File: src/rtl/fifo_rd_stream.sv
// Purpose: drains a registered-output sync FIFO into a 2-entry holding buffer and a valid/ready stream.
// Latency: fifo_rd_en in cycle N, word on fifo_rd_data in N+1, m_valid/m_data in N+2; one word per cycle sustained.
// Backpressure: reads are issued only when the buffer can absorb the return (credit counts held + in-flight - pop).
//
// Ports:
//   clk, rst_n      : rising-edge clock, synchronous active-low reset
//   fifo_empty      : FIFO empty flag (registered in the FIFO)
//   fifo_rd_data    : FIFO read data, meaningful the cycle after an accepted read
//   fifo_rd_en      : read request to the FIFO (combinational)
//   flush           : discard buffered and in-flight words this cycle
//   m_valid/m_data  : head word of the output stream
//   m_ready         : consumer accepts the head word
//   buf_cnt         : words currently held (0..2)
//   xfer_cnt        : words delivered since reset, wraps
module fifo_rd_stream #(
    parameter int WIDTH = 32,
    parameter int CNT_W = 32
) (
    input  logic             clk,
    input  logic             rst_n,
    input  logic             fifo_empty,
    input  logic [WIDTH-1:0] fifo_rd_data,
    output logic             fifo_rd_en,
    input  logic             flush,
    output logic             m_valid,
    output logic [WIDTH-1:0] m_data,
    input  logic             m_ready,
    output logic [1:0]       buf_cnt,
    output logic [CNT_W-1:0] xfer_cnt
);

    logic [1:0]       cnt_q, cnt_d;
    logic [WIDTH-1:0] head_q, head_d;
    logic [WIDTH-1:0] skid_q, skid_d;
    logic             inflight_q;
    logic [CNT_W-1:0] xfer_q, xfer_d;

    logic             pop;
    logic             capture;
    logic [2:0]       credit;

    // Flush masks the head so a word being discarded can never be counted as delivered.
    assign m_valid  = (cnt_q != 2'd0) && !flush;
    assign m_data   = head_q;
    assign buf_cnt  = cnt_q;
    assign xfer_cnt = xfer_q;

    assign pop     = m_valid && m_ready;
    assign capture = inflight_q && !flush;

    // Occupancy the buffer will have once the in-flight word lands and this cycle's pop
    // leaves. A new read is safe only if that leaves room for one more word. pop implies
    // cnt_q >= 1, so the subtraction cannot underflow.
    assign credit     = {1'b0, cnt_q} + {2'b00, inflight_q} - {2'b00, pop};
    assign fifo_rd_en = rst_n && !flush && !fifo_empty && (credit < 3'd2);

    always_comb begin
        cnt_d  = cnt_q;
        head_d = head_q;
        skid_d = skid_q;
        xfer_d = xfer_q + {{(CNT_W-1){1'b0}}, pop};

        if (flush) begin
            cnt_d = 2'd0;
        end else begin
            case (cnt_q)
                2'd0: begin
                    if (capture) begin
                        head_d = fifo_rd_data;
                        cnt_d  = 2'd1;
                    end
                end
                2'd1: begin
                    if (pop && capture) begin
                        // Head leaves and the returning word replaces it directly.
                        head_d = fifo_rd_data;
                    end else if (pop) begin
                        cnt_d = 2'd0;
                    end else if (capture) begin
                        // Head is stalled: park the newer word behind it.
                        skid_d = fifo_rd_data;
                        cnt_d  = 2'd2;
                    end
                end
                default: begin
                    // Full: the issue rule guarantees no capture here, only a pop.
                    if (pop) begin
                        head_d = skid_q;
                        cnt_d  = 2'd1;
                    end
                end
            endcase
        end
    end

    always_ff @(posedge clk) begin
        if (!rst_n) begin
            cnt_q      <= 2'd0;
            head_q     <= '0;
            skid_q     <= '0;
            inflight_q <= 1'b0;
            xfer_q     <= '0;
        end else begin
            cnt_q      <= cnt_d;
            head_q     <= head_d;
            skid_q     <= skid_d;
            // fifo_rd_en is already 0 during flush, so this also clears inflight on flush.
            inflight_q <= fifo_rd_en;
            xfer_q     <= xfer_d;
        end
    end

endmodule

File: config.mk
export PLATFORM = sky130hd
export DESIGN_NAME = fifo_rd_stream
export DESIGN_NICKNAME = d
export VERILOG_FILES = /design/src/rtl/fifo_rd_stream.sv
export SDC_FILE = /design/constraint.sdc
export NUM_CORES = 1
export LEC_CHECK = 0
export ABC_AREA = 1
export BUFFER_PORTS_ARGS = -buffer_cell sky130_fd_sc_hd__clkbuf_2
export CAP_MARGIN = 25
export CORE_ASPECT_RATIO = 2
export CORE_MARGIN = 3
export CORE_UTILIZATION = 54
export DETAILED_ROUTE_END_ITERATION = 8
export HOLD_SLACK_MARGIN = 0.03
export PLACE_DENSITY_LB_ADDON = 0.25
export SYNTH_ARGS = -nofsm -noshare
export SYNTH_HDL_FRONTEND = slang
export SYNTH_SLANG_ARGS = --single-unit
export TNS_END_PERCENT = 50
File: constraint.sdc
create_clock -name clk -period 2.47 [get_ports clk]
set_input_delay 0.247 -clock clk [delete_from_list [all_inputs] [get_ports clk]]
set_output_delay 0.247 -clock clk [all_outputs]
set_load 0.02 [all_outputs]
Yosys cells after proc, flatten, opt, wreduce, memory -nomap -nowiden
Index checks and enable logic that the tools add are counted.
{"block": "word_totals", "ff_bits": 99, "inputBits": 37, "output_inout_bits": 68, "wordCells": 44}
{"block": "classes", "add_sub_neg": 3, "n_lt_le_gt_ge": 1, "n_eq_ne": 5, "n_mux": 10, "n_bitwise": 4, "reduce_logical": 16}
{"operator": "32-bit two-way mux", "count": 3}
{"operator": "32-bit one-hot mux with 2 select lines", "count": 1}
{"operator": "32-bit by 1-bit adder with 32-bit output", "count": 1}
{"operator": "2-bit two-way mux", "count": 5}
{"operator": "4-bit AND reduction", "count": 2}
{"operator": "1-bit logical AND", "count": 7}
{"operator": "2-bit != test (second input constant)", "count": 3}
{"operator": "5-bit AND reduction", "count": 1}
{"operator": "1-bit inverter", "count": 4}
{"operator": "2-bit one-hot mux with 2 select lines", "count": 1}
{"operator": "2-bit by 1-bit adder with 3-bit output", "count": 1}
{"operator": "3-bit by 2-bit less-than comparator with 1-bit output (second input constant)", "count": 1}
{"operator": "3-bit != test (second input constant)", "count": 1}
{"operator": "3-bit nonzero test", "count": 1}
{"operator": "3-bit by 1-bit subtractor with 3-bit output", "count": 1}
{"operator": "2-bit by 1-bit equality test with 1-bit output (second input constant)", "count": 1}
{"operator": "1-bit zero test", "count": 2}
{"operator": "2-bit zero test", "count": 1}
{"operator": "2-bit nonzero test", "count": 1}
{"operator": "2-bit OR reduction", "count": 1}

Longest topological paths before layout
Gate-level depths: netlist of run 1.
{"block": "logic_depth", "word_depth": 6, "mapped_depth": 16, "mapped_depth_nobuf": 15}

Worst setup path before layout of run 1
No wires, ideal clock.
{"block": "synth_timing", "path_type": "reg-to-output", "startpoint": "register cnt_q[1] (netlist: buf_cnt[1])", "endpoint": "output fifo_rd_en", "arrival_ns": 2.257, "required_ns": 2.223, "setup_slack_ns": -0.034, "path_stages_with_launch": 10, "n_path_buf": 1, "cell_sequence": "dfxtp_1 > buf_4 > inv_2 > nand2_2 > nand3_4 > nand2_1 > nand3_1 > fa_1 > inv_1 > nor4_1"}
{"block": "synth_via", "elab_chain_len": 6}
{"element": "start: declaration", "line_no": "32", "source": "logic [1:0] cnt_q, cnt_d;"}
{"element": "start signal: assignment", "line_no": "104", "source": "cnt_q <= cnt_d;"}
{"element": "parallel branches: the longest is 3 deep, another holds 2-bit by 1-bit adder with 3-bit output"}
{"element": "3-bit by 1-bit subtractor with 3-bit output (*)", "line_no": "54", "source": "assign credit = {1'b0, cnt_q} + {2'b00, inflight_q} - {2'b00, pop};"}
{"element": "3-bit by 2-bit less-than comparator with 1-bit output (*)", "line_no": "55", "source": "assign fifo_rd_en = rst_n && !flush && !fifo_empty && (credit < 3'd2);"}
{"element": "1-bit logical AND (*)", "line_no": "55"}
{"element": "end: declaration", "line_no": "23", "source": "output logic fifo_rd_en,"}
Every way passes the cells marked *.

Worst setup path in the final report of run 1
{"block": "layout_timing", "startpoint": "register cnt_q[0] (netlist: buf_cnt[0])", "endpoint": "output fifo_rd_en"}
Same word-level chain as after synthesis.

==> results.sh, run 1 <==
export IMPL_clock_sinks=99
export IMPL_grt_pass1_wl_mm=19.1
export IMPL_route_vias_total=4442
export IMPL_avgSynthCellArea_um2=7.03
export IMPL_layout_worst_path_cycle_share_pct=95.9
export IMPL_sequentialPowerShare_pct=50.1
export IMPL_htree_levels=3
export IMPL_die_w_um=70.9
export IMPL_synth_async_reset_ratio_pct=0
export IMPL_ys_top_cells_by_count="nand2_1 (151), nor2_1 (117), dfxtp_1 (99)"
export IMPL_clock_path_buffers=2
export IMPL_synthesis_area_um2=4550
export IMPL_wl_per_cell_um=14.2
export IMPL_ys_warn_count=0
export IMPL_area_growth_pct=19.5
export IMPL_antenna_found_initial=0
export IMPL_drive_gt1_share_pct=18.6
export IMPL_arrival_ns=2.12
export IMPL_yosysUniqueCellTypes=29
export IMPL_critical_path_class="reg2out"
export IMPL_hp_class="in2reg"
export IMPL_cts_buffers=9
export IMPL_p_sw_w=0.000756
export IMPL_ant_nets=0
export IMPL_reg2reg_from="buf_cnt[0]"
export IMPL_worstSetupStartpointType="flop"
export IMPL_synth_nets=687
export IMPL_gp_congestion=0.948
export IMPL_diodes=0
export IMPL_ys_flop_type="dfxtp_1"
export IMPL_grt_usage_pct=25.1
export IMPL_path_clk_slew_ns=0.06
export IMPL_synthAdderAreaFrac_pct=0.991
export IMPL_synth_xor_area_share_pct=0.385
export IMPL_insertion_delay_ns=0.34
export IMPL_grt_max_degree=65
export IMPL_crit_path_cell_trace="inv_1 > nand2_2 > nand3_4 > nand2_2 > nand3_2 > fa_1 > inv_1 > nor4_2 > buf_4"
export IMPL_internal_power_w=0.00253
export IMPL_vdd_drop_max_v=0.000621
export IMPL_synth_edff_count=0
export IMPL_start_util_pct=56.4
export IMPL_cp_slowest_stage_delay_ns=0.48
export IMPL_worst_setup_path_end_kind="output pin"
export IMPL_yosysTopAreaCell="dfxtp_1"
export IMPL_io_buffers=104
export IMPL_rows=46
export IMPL_cap_violations=0
export IMPL_layout_nets=782
export IMPL_combPwrFrac_pct=7.8
export IMPL_crit_path_top_delay_cell="fa_1"
export IMPL_viasPerCell=5.27
export IMPL_worstHoldEndpoint="inflight_q"
export IMPL_status="completed"
export IMPL_ys_seq_area_share_pct=43.6
export IMPL_final_util_pct=67.5
export IMPL_grt_ovfl_total=0
export IMPL_cts_root_buf="clkbuf_16"
export IMPL_setup_viol=0
export IMPL_p_leak_nw=2.12
export IMPL_crit_fanout=6
export IMPL_tightestPinTransition_ns=0.702
export IMPL_fmaxAchievable_ghz=0.422
export IMPL_maxSlewViolCount=0
export IMPL_dieArea_um2=9620
export IMPL_reg2reg_slack_ns=0.21
export IMPL_cp_required_ns=2.22
export IMPL_synth_compound_area_share_pct=12.1
export IMPL_total_power_w=0.00329
export IMPL_first_pass_iters=5
export IMPL_grt_pass1_vias=4179
export IMPL_hold_start="fifo_empty"
export IMPL_yosysMostFrequentCell="nand2_1"
export IMPL_first_iter_violations=251
export IMPL_synthSimpleGateAreaFrac_pct=27.4
export IMPL_pin_count=105
export IMPL_final_setup_skew_ns=0.00693
export IMPL_switching_share_pct=23.0
export IMPL_drt_total_wl_mm=12.0
export IMPL_worstRegToRegCells=10
export IMPL_core_area_um2=8060
export IMPL_hpwl_mm=9.03
export IMPL_finalHoldViolations=0
export IMPL_hold_buffers=0
export IMPL_timing_rr_end="m_data[7]"
export IMPL_synthTopCellsByArea="dfxtp_1 (44%), nand2_1 (12%), nor2_1 (9.7%)"
export IMPL_cts_tree="built"
export IMPL_min_period_ns=2.37
export IMPL_ys_ff_latch=99
export IMPL_holdPathStages=2
export IMPL_synth_top_family_by_area="simple AND/OR/NAND/NOR gates"
export IMPL_synth_cells=647
export IMPL_synth_mux_area_share_pct=7.04
export IMPL_die_y_um=136
export IMPL_p_clk_share_pct=42.1
export IMPL_slew_limit_headroom_pct=53.1
export IMPL_drc=0
export IMPL_yosysTopAreaCellShare_pct=43.6
export IMPL_powerDensity_nw_per_um2=605
cell families (layout without fill, tap and decap cells):
| logic type | after synthesis | in the layout |
|---|---|---|
| flip-flops | 99 | 99 |
| XOR/XNOR | 2 | 2 |
| adder cells (fa/ha/maj) | 3 | 3 |
| multiplexers | 32 | 32 |
| AO/OA/AOI/OAI | 107 | 107 |
| buffers and inverters | 96 | 196 |
| AND/OR/NAND/NOR | 308 | 308 |
final cells by class:
type                       instances  area [um2]
clock buffer                      12         246
clock inverter                     4        50.0
fill                             747        2620
inverter                          69         259
multi-input combinational        452        2200
sequential                        99        1980
tap                               96         120
timing repair buffer             111         576
sequential cells by signal, summed over array words and instances, names as in the netlist:
signal,cells
skid_q,32
m_data,32
xfer_cnt,32
buf_cnt,2
inflight_q,1
worst max-delay path: cells and delay by family (launching register included):
kind          cells  cell delay [ns]
simple gates      5             0.63
fa+ha+maj         1             0.48
flops             1             0.35
buf+inv           3             0.33
worst max path at each step:
stage	from	end	slack, ns	depth (start not counted)
after floorplan	buf_cnt[1]	xfer_cnt[22]	0.12	16
after global placement	flush	m_data[3]	0.36	10
after detailed placement	buf_cnt[0]	m_data[7]	0.21	10
after CTS	buf_cnt[0]	fifo_rd_en	0.03	8
after global routing	buf_cnt[0]	fifo_rd_en	-0.02	9
final	buf_cnt[0]	fifo_rd_en	0.10	9
routing by layer:
layer  vias up  GRT usage, %  wire [um]
met2       127          47.8       6640
met5         -             0          0
li1       2255             -          -
met3        33          4.31        452
met1      2027          24.5       4340
met4         0          14.3        565
per-stage QoR:
step | std cells | cell area, um2 | setup TNS (ns) | worst slack [ns] | hold WS [ns]
after floorplan | 647 | 4550 | 0 | 0.116 | 0.326
after global placement | 826 | 5120 | 0 | 0.359 | 0.432
after detailed placement | 826 | 5120 | 0 | 0.214 | 0.437
after CTS | 842 | 5410 | 0 | 0.0273 | 0.103
after global routing | 843 | 5440 | -0.0324 | -0.0229 | 0.125
final | 843 | 5440 | 0 | 0.102 | 0.117
placed cells by master, fill, tap and decap left out, types with 2 or more instances in the layout:
master        n
nor2_2        3
inv_1        67
nand3_1      14
clkbuf_2    103
o21ai_0      44
nor2_1      116
nand4_1       4
buf_4         8
xor2_1        2
clkbuf_16     9
dfxtp_2       2
nand3b_1      5
clkbuf_1      2
a21oi_1      59
clkinvlp_4    2
ha_1          2
mux2i_1      32
nand2_1     150
nand3_2       2
nand2_2       2
dfxtp_1      97
nor3_1        8
what timing repair did:
item,in CTS,in global routing
buffers inserted,0,1
setup endpoints to repair,0,3
resized for setup,0,6
power by group through the flow:
stage	combinational [W]	sequential [W]	clock, W
floorplan	0.000127	0.00172	0
global placement	0.000248	0.00168	0
detailed placement	0.000255	0.00169	0
CTS	0.000256	0.00165	0.00142
global route	0.000285	0.00165	0.00148
finish	0.000255	0.00165	0.00138
Note: power is estimated with default switching activity, not from simulation.
==> inputs of run 2 (changes only) <==
--- a/config.mk
+++ b/config.mk
@@ -12,8 +12,9 @@
 export CORE_MARGIN = 3
 export CORE_UTILIZATION = 54
 export DETAILED_ROUTE_END_ITERATION = 8
+export GPL_TIMING_DRIVEN = 0
 export HOLD_SLACK_MARGIN = 0.03
-export PLACE_DENSITY_LB_ADDON = 0.25
+export PLACE_DENSITY = 0.8
 export SYNTH_ARGS = -nofsm -noshare
 export SYNTH_HDL_FRONTEND = slang
 export SYNTH_SLANG_ARGS = --single-unit
==> results.sh, run 2 (same netlist as run 1, synthesis figures left out) <==
export IMPL_crit_path_top_delay_cell="fa_1"
export IMPL_layout_worst_path_cycle_share_pct=96.4
export IMPL_critical_path_class="reg2out"
export IMPL_holdPathStages=2
export IMPL_grt_ovfl_total=0
export IMPL_antenna_found_initial=0
export IMPL_diodes=0
export IMPL_rows=46
export IMPL_grt_pass1_vias=4490
export IMPL_cap_violations=0
export IMPL_hold_buffers=0
export IMPL_worstHoldEndpoint="inflight_q"
export IMPL_viasPerCell=5.22
export IMPL_cts_root_buf="clkbuf_16"
export IMPL_total_power_w=0.00349
export IMPL_grt_usage_pct=27.1
export IMPL_nFillCells=699
export IMPL_clock_path_buffers=2
export IMPL_dpl_cell_area_um2=5190
export IMPL_layout_cells_most_common_list="nand2_1 (150), nor2_1 (116), clkbuf_2 (102)"
export IMPL_crit_fanout=5
export IMPL_fmaxAchievable_ghz=0.420
export IMPL_final_common_cell="nand2_1"
export IMPL_hold_slack_ns=0.116
export IMPL_path_clk_slew_ns=0.06
export IMPL_drc=0
export IMPL_clock_sinks=99
export IMPL_dieArea_um2=9620
export IMPL_first_pass_iters=4
export IMPL_route_vias_total=4530
export IMPL_fin_cells=867
export IMPL_powerDensity_nw_per_um2=623
export IMPL_reg2reg_from="buf_cnt[1]"
export IMPL_cts_tree="built"
export IMPL_maxSlewViolCount=0
export IMPL_setup_viol=0
export IMPL_layout_nets=807
export IMPL_cts_buffers=9
export IMPL_slew_limit_headroom_pct=60.0
export IMPL_hold_start="fifo_empty"
export IMPL_pin_count=105
export IMPL_combPwrFrac_pct=7.7
export IMPL_p_sw_w=0.000777
export IMPL_worstSetupStartpointType="flop"
export IMPL_status="completed"
export IMPL_final_area_um2=5600
export IMPL_drive_gt1_share_pct=18.8
export IMPL_final_util_pct=69.5
export IMPL_htree_levels=3
export IMPL_reg2reg_slack_ns=0.25
export IMPL_start_util_pct=56.4
export IMPL_sequentialPowerShare_pct=47.2
export IMPL_hp_class="in2reg"
export IMPL_grt_pass1_wl_mm=20.5
export IMPL_worstRegToRegCells=15
export IMPL_timing_rr_end="xfer_cnt[19]"
export IMPL_area_growth_pct=23.2
export IMPL_p_leak_nw=2.21
export IMPL_crit_family="simple AND/OR/NAND/NOR gates"
export IMPL_gp_congestion=0.994
export IMPL_hpwl_mm=9.87
export IMPL_internal_power_w=0.00271
export IMPL_first_iter_violations=220
export IMPL_final_setup_skew_ns=0.00818
export IMPL_drt_total_wl_mm=12.7
export IMPL_wl_per_cell_um=14.7
export IMPL_core_area_um2=8060
export IMPL_crit_buf_inv=4
export IMPL_cp_slowest_stage_delay_ns=0.49
export IMPL_insertion_delay_ns=0.34
export IMPL_die_y_um=136
export IMPL_dp_cells=846
export IMPL_grt_max_degree=16
export IMPL_finalHoldViolations=0
export IMPL_worst_setup_path_end_kind="output pin"
export IMPL_ant_nets=0
export IMPL_arrival_ns=2.13
export IMPL_crit_path_cell_trace="buf_6 > inv_2 > nand2_4 > nand3_4 > nand2_1 > nand3_1 > fa_1 > inv_1 > nor4_2 > buf_4"
export IMPL_cp_required_ns=2.22
export IMPL_min_period_ns=2.38
export IMPL_io_buffers=103
export IMPL_vdd_drop_max_v=0.000437
export IMPL_switching_share_pct=22.3
export IMPL_tightestPinTransition_ns=0.599
export IMPL_die_w_um=70.9
export IMPL_p_clk_share_pct=45.1
-- run 2: stage by stage --
step	setup TNS [ns]	setup slack (ns)
2_1_floorplan	0	0.116
6_report	0	0.0895
5_1_grt	-0.00492	-0.00492
3_5_place_dp	-0.578	-0.292
4_1_cts	0	0.00148
3_3_place_gp	-0.432	-0.232
-- run 2: worst max-delay path by stage --
stage | start | end | slack (ns) | cells past startpoint
6_report | buf_cnt[1] | fifo_rd_en | 0.09 | 10
5_1_grt | buf_cnt[1] | fifo_rd_en | -0.005 | 10
4_1_cts | buf_cnt[1] | fifo_rd_en | 0.001 | 10
3_5_place_dp | buf_cnt[1] | xfer_cnt[22] | -0.29 | 16
3_3_place_gp | buf_cnt[1] | xfer_cnt[22] | -0.23 | 16
2_1_floorplan | buf_cnt[1] | xfer_cnt[22] | 0.12 | 16
-- run 2: cell type report --
class                   instances  area [um2]  area share, %
well taps                      96         120           2.14
repair buffers                109         563           10.1
plain buffers                  27         131           2.35
clock inverters                 5         103           1.83
multi-input cells             452        2210           39.5
inverters                      69         259           4.62
flip-flops and latches         99        1990           35.5
clock buffers                  10         229           4.09
-- run 2: worst reg2reg max path: cells and delay by family (launching register included) --
| kind | cells | cell delay, ns |
|---|---|---|
| adders and majority gates | 1 | 0.16 |
| DFF | 1 | 0.35 |
| and+or+nand+nor | 9 | 1.02 |
| buffers and inverters | 5 | 0.54 |
-- run 2: timing repair --
item	4_1_cts	5_1_grt
setup endpoints to repair	6	4
gates cloned	0	0
pin swaps	1	1
setup buffers	3	3
hold endpoints to repair	0	0
resized for setup	5	6
-- run 2: routing by layer --
metal	part of all wire [%]	track usage, %	vias to the layer above	wire, um
li1	-	-	2291	-
met1	34	25.1	2057	4350
met2	55	50.3	139	6960
met3	4.2	4.38	43	528
met4	6.9	21.4	0	877
met5	0	0	-	0
-- run 2: power by group through the flow --
stage	clock (W)	combinational, W	sequential, W
after floorplan	0	0.000127	0.00172
after global placement	0	0.000263	0.00168
after detailed placement	0	0.000268	0.00168
after CTS	0.00159	0.000269	0.00165
after global routing	0.00164	0.000300	0.00165
final	0.00157	0.000268	0.00165
